File: config.mk
export PLATFORM = sky130hd
export DESIGN_NAME = serial_adder
export DESIGN_NICKNAME = d
export VERILOG_FILES = /design/src/rtl/serial_adder.sv
export SDC_FILE = /design/constraint.sdc
export NUM_CORES = 1
export LEC_CHECK = 0
export ABC_AREA = 0
export BUFFER_PORTS_ARGS = -buffer_cell sky130_fd_sc_hd__buf_4
export CAP_MARGIN = 25
export CORE_ASPECT_RATIO = 0.9
export CORE_MARGIN = 8
export CORE_UTILIZATION = 58
export CTS_CLUSTER_SIZE = 25
export DETAILED_ROUTE_END_ITERATION = 8
export PLACE_DENSITY_LB_ADDON = 0.25
export SLEW_MARGIN = 20
export SYNTH_ARGS = -nofsm -noshare
export SYNTH_HDL_FRONTEND = slang
export SYNTH_SLANG_ARGS = --single-unit
File: constraint.sdc
create_clock -name hz100 -period 3 [get_ports hz100]
set_input_delay 0.15 -clock hz100 [delete_from_list [all_inputs] [get_ports hz100]]
set_output_delay 0.15 -clock hz100 [all_outputs]
set_load 0.01 [all_outputs]
File: src/rtl/serial_adder.sv
// Bit-serial add/subtract engine: one full-adder cell and a carry flop
// walk two WIDTH-bit operands LSB first, one bit per hz100 cycle.
module serial_adder #(
    parameter int WIDTH = 8
) (
    input  logic             hz100,
    input  logic             reset,
    input  logic             start,
    input  logic             sub,
    input  logic [WIDTH-1:0] a,
    input  logic [WIDTH-1:0] b,
    input  logic             ci,
    output logic             busy,
    output logic             done,
    output logic [WIDTH-1:0] sum,
    output logic             co,
    output logic             ovf
);

    localparam int CW = (WIDTH > 1) ? $clog2(WIDTH) : 1;

    localparam logic [1:0] IDLE = 2'd0;
    localparam logic [1:0] RUN  = 2'd1;
    localparam logic [1:0] DONE = 2'd2;

    logic [1:0]       state;
    logic [WIDTH-1:0] op_a;
    logic [WIDTH-1:0] op_b;
    logic [WIDTH-1:0] shadow;
    logic [WIDTH-1:0] shadow_nxt;
    logic             carry;
    logic [CW-1:0]    count;
    logic             s_bit;
    logic             c_bit;
    logic             last;

    always_comb begin
        s_bit = op_a[0] ^ op_b[0] ^ carry;
        c_bit = (op_a[0] & op_b[0]) | (op_a[0] & carry) | (op_b[0] & carry);
        last  = (count == CW'(WIDTH - 1));
    end

    // Result bits enter at the MSB so the LSB lands at bit 0 after WIDTH shifts.
    generate
        if (WIDTH == 1) begin : g_narrow
            assign shadow_nxt = s_bit;
        end else begin : g_wide
            assign shadow_nxt = {s_bit, shadow[WIDTH-1:1]};
        end
    endgenerate

    always_ff @(posedge hz100 or negedge reset) begin
        if (!reset) begin
            state  <= IDLE;
            op_a   <= '0;
            op_b   <= '0;
            shadow <= '0;
            carry  <= 1'b0;
            count  <= '0;
            sum    <= '0;
            co     <= 1'b0;
            ovf    <= 1'b0;
        end else begin
            unique case (state)
                IDLE, DONE: begin
                    if (start) begin
                        op_a  <= a;
                        op_b  <= sub ? ~b : b;
                        carry <= sub ? ~ci : ci;
                        count <= '0;
                        state <= RUN;
                    end else begin
                        state <= IDLE;
                    end
                end
                RUN: begin
                    shadow <= shadow_nxt;
                    op_a   <= op_a >> 1;
                    op_b   <= op_b >> 1;
                    carry  <= c_bit;
                    count  <= count + 1'b1;
                    // carry holds the carry into the MSB on the final bit
                    if (last) begin
                        sum   <= shadow_nxt;
                        co    <= c_bit;
                        ovf   <= carry ^ c_bit;
                        state <= DONE;
                    end
                end
                default: state <= IDLE;
            endcase
        end
    end

    assign busy = (state == RUN);
    assign done = (state == DONE);

endmodule

Yosys cells after proc, flatten, opt, wreduce, memory -nomap -nowiden
Cells that the tools add are included.

Bits in registers: 40. Bits of input ports: 21. Output and inout bits: 12. Logic and storage cells: 43.

$add $sub $neg: 1. Eq/ne operators: 5. Muxes and demuxes: 13. Bitwise gates (word level): 10. Reduce and logical (&&, ||, !) cells: 5.

Operator list (count): 8-bit one-hot mux with 2 select lines (2); 8-bit 2-to-1 mux (3); 8-bit inverter (1); 3-bit one-hot mux with 2 select lines (1); 2-bit one-hot mux with 2 select lines (1); 2-bit AND reduction (2); 3-bit by 1-bit adder with 3-bit output (second input constant) (1); 1-bit bitwise AND (3); 3-bit == test (second input constant) (1); 1-bit 2-to-1 mux (3); 3-bit 2-to-1 mux (1); 1-bit bitwise XOR (3); 2-bit by 1-bit == test with 1-bit output (second input constant) (1); 2-bit == test (second input constant) (1); 2-bit logical NOT (1); 2-bit 2-to-1 mux (1); 2-bit by 1-bit != test with 1-bit output (second input constant) (1); 2-bit != test (second input constant) (1); 1-bit bitwise OR (2); 1-bit one-hot mux with 2 select lines (1); 2-bit nonzero test (1); 2-bit OR reduction (1); 1-bit inverter (1).

Logic depth before layout (Yosys ltp)
Depth after elaboration: 4. Mapped depth: 6. Gate-level depth less buffers: 5.

Least setup slack after synthesis
No wires, ideal clock.

Path kind: reg2reg. Start: register count[0]. End: register co. Setup time: 0.125 ns. Arrival: 1.397 ns. Data required time: 2.875 ns. Setup slack: 1.478 ns. Stages on the path, launching flop included: 6. Buffers on the path: 1. Cell sequence: dfrtp_1 ha_1 ha_1 nand3b_1 buf_2 mux2_2.

Cells in the longest elaborated chain, start to end: 2.

Ends and longest elaborated chain: from (decl) (line 32) `logic [CW-1:0] count;`; from (signal assigned) (line 81) `count <= count + 1'b1;`; 3-bit == test (line 40) `last = (count == CW'(WIDTH - 1));`; 2-bit AND reduction (no source line); to (signal assigned) (line 85) `co <= c_bit;`; to (decl) (line 16) `output logic co,`.

Every way passes these cells. A chain may end at the register's enable or synchronous reset.

Worst setup path after layout
Start: register state[0]. End: register op_b[2].

Cells in the longest elaborated chain, start to end: 4. Elaborated cells on any way between the ends: 8. Classes of those cells: eq/ne: 3; mux: 1; reduce/logical: 4.

Ends and longest elaborated chain: from (decl) (line 26) `logic [1:0] state;`; from (signal assigned) (line 54) `state <= IDLE;`; from (signal assigned) (line 71) `state <= RUN;`; from (signal assigned) (line 73) `state <= IDLE;`; 2-bit == test / 2-bit logical NOT (equally long branches) (line 64) `unique case (state)`; 2-bit OR reduction (line 64); 2-bit != test (no source line) / 2-bit nonzero test (equally long branches); 2-bit AND reduction (no source line); to (signal assigned) (line 68) `op_b <= sub ? ~b : b;`; to (signal assigned) (line 79) `op_b <= op_b >> 1;`; to (decl) (line 28) `logic [WIDTH-1:0] op_b;`.

Parallel ways exist; a longest one is shown, timed or not.

==> impl_metrics.yaml <==
critical_path:
  critPathBufInv: 0
  reg2reg_depth: 3
  worstPathCellList: "nor2b_1 -> nor2_2 -> a221o_1"
  path_depth: 3
  rr_startpoint: "state[0]"
  crit_path_start_kind: "register"
  slowest_stage: "nor2b_1"
  arrival_ns: 2.03
  rrSetupSlack_ns: 1.19
  critPathCaptureType: "register"
  cp_data_required_time_ns: 3.23
  cpLargestDelayFamily: "simple AND/OR/NAND/NOR gates"
  r2r_end: "op_b[2]"
  crit_end: "op_b[2]"
  crit_fanout: 20
  path_class: "register to register"
  cp-startpoint: "state[0]"
  max_stage_delay_ns: 0.59
drt:
  dr.pass1.iters: 4
  drc: 0
  vias: 1041
  drt_iter0_drc: 63
  ant_nets: 0
  postRouteWirelength_mm: 2.996
  wire_per_inst_um: 15.29
  viasPerCell: 5.311
clock_tree:
  root_buffer: "clkbuf_4"
  clockBufferDepth: 2
  insertion_delay_ns: 0.34
  clock_sinks: 39
  cts_buffers: 5
  cts.clk_slew.worst_paths_ns: 0.12
  htreeDepth: 2
  cts_tree: "built"
  postCtsSetupRepairBufs: 0
die:
  fp.dieH_um: 67.16
  core-area_sq_um: 2748
  rows: 18
  ioPinCount: 33
  die-area_sq_um: 4892
  die_w_um: 72.84
  initial_core_util_pct: 61.38
run_status:
  status: "finished clean"
synth:
  yosys_register_bits: 39
  synth_top_area_cell: "dfrtp_1"
  synth_compound_area_share_pct: 14.17
  yosys.cell_types.count: 23
  synthXorXnorAreaFrac_pct: 5.193
  syn_area_sq_um: 1687
  synth.area.top_cells: "dfrtp_1, mux2_2, a22o_1, a221o_1, xnor2_1"
  synth.area.mux_share_pct: 11.35
  netlist_instances: 123
  synth_commonest_cells: "dfrtp_1, mux2_2, a22o_1"
  synth_top_family_by_area: "compound AO/OA/AOI/OAI gates"
  synth_edf_count: 0
  synthAdderAreaFrac_pct: 2.671
  ys_seq_area_share_pct: 57.86
  synth.net_count: 147
  synth-warning-count: 0
  synthFlopType: "dfrtp_1"
  async_flop_share_pct: 100.0
  synthSimpleGateAreaFrac_pct: 4.822
  yosysMostFrequentCell: "dfrtp_1"
  avgSynthCellArea_sq_um: 13.71
  synth_top_area_share_pct: 57.86
power_and_ir_drop:
  powerDensity_nw_per_um2: 1042
  vdd_ir_drop_max_uv: 542.3
  finalPower_mw: 2.092
  p_leak_nw: 0.9903
final_layout:
  final_nets: 179
  area_growth_pct: 19.07
  utilization_pct: 73.09
  n_antenna_cell: 0
  drive_gt1_share_pct: 38.46
sta:
  report.final.slew_viol_count: 0
  max_freq_ghz: 0.5538
  finalCriticalPeriod_ns: 1.806
  setup_viol: 0
  rsz0062_at_grt: "no"
  hold_viol: 0
  setup_tns_ns: 0
  finalCritPeriodShare_pct: 60.19
  max-slew-margin-rel_pct: 50.84
  clock_skew_ns: 0.01601
  holdWs_ns: 0.02904
  worst_slew_pin_slew_ns: 0.7358
global_route:
  grt_use_total_pct: 13.11
  grt_max_degree: 40
  grt_pass1_wl_mm: 4.912
  grt_pass1_vias: 1078
  overflow: 0
  antenna_found_initial: 0
job:
  drv_cap: 0
placed_design:
  hpwl_mm: 2.135
  gp_congestion: 0.7069
  port-buffer-count: 32
min_path:
  min_path_type: "primary input to register"
[registers in the layout, summed over array words and instances, names as in the netlist]
register	flops
shadow	7
op_a	8
op_b	8
count	3
co	1
sum	8
ovf	1
state	2
carry	1
[metrics by stage]
stage / area (sq um) / setup WS (ns) / std cells
CTS: 2008 / 1.216 / 196
global route: 2008 / 1.042 / 196
finish: 2008 / 1.194 / 196
detailed placement: 1926 / 1.239 / 187
global placement: 1926 / 1.233 / 187
floorplan: 1687 / 1.478 / 123
[power breakdown]
| group | switching (mW) | internal [mW] | total, mW |
|---|---|---|---|
| logic | 0.366 | 0.487 | 0.853 |
| clock network | 0.165 | 0.137 | 0.302 |
| registers | 0.160 | 0.777 | 0.937 |
| total | 0.691 | 1.40 | 2.09 |
[placed cells by master (no fill, tap or decap), drive strengths merged]
| master | n |
|---|---|
| clkinvlp | 1 |
| xor2 | 1 |
| a21o | 7 |
| dfrtp | 39 |
| o21ai | 2 |
| xnor2 | 9 |
| nand3b | 1 |
| clkbuf | 7 |
| fa | 1 |
| mux2 | 17 |
| a22o | 11 |
| buf | 33 |
| inv | 2 |
| nand2 | 1 |
| nand2b | 1 |
| nor2b | 2 |
| a221o | 8 |
| dlygate4sd3 | 1 |
| nor2 | 9 |
| ha | 2 |
| and2b | 1 |
[how the worst min path moves through the flow]
stage,start,endpoint,slack [ns],depth (start not counted)
after floorplan,reset,carry,-0.15,0
after global placement,reset,op_b[7],0.13,1
after detailed placement,reset,op_b[7],0.14,1
after CTS,a[7],op_a[7],0.02,2
after global routing,a[7],op_a[7],0.02,2
final,a[7],op_a[7],0.03,2
[kinds of logic after synthesis]
logic type | count (synthesis)
flops | 39
mux | 17
xor+xnor | 10
fa+ha+maj | 3
simple gates | 15
compound gates | 28
buf+inv | 11
[area by class of cell]
cell class,instances,area (sq um)
Sequential cell,39,975.9
Fill cell,199,739.5
Multi-Input combinational cell,73,644.4
Timing Repair Buffer,34,257.7
Clock buffer,7,65.06
Tap cell,40,50.05
Clock inverter,1,7.507
Inverter,2,7.507
[worst reg2reg max path, stage by stage, from the launching register on]
cell and delay (ns):
dfrtp_1 0.43, nor2b_1 0.59, nor2_2 0.32, a221o_1 0.36
[layer usage]
metal / vias up / global-route usage (%) / part of all wire [%]
met3: 4 / 4.142 / 5.3
li1: 502 / - / -
met1: 509 / 14.91 / 44
met4: 0 / 6.733 / 1.3
met5: - / 0 / 0
met2: 26 / 21.99 / 49
[timing repair]
| action | 4_1_cts | 5_1_grt |
|---|---|---|
| hold endpoints to repair | 39 | 0 |
| gates resized for setup | 0 | 0 |
| hold buffers | 1 | 0 |
Note: power is estimated with default switching activity, not from simulation.
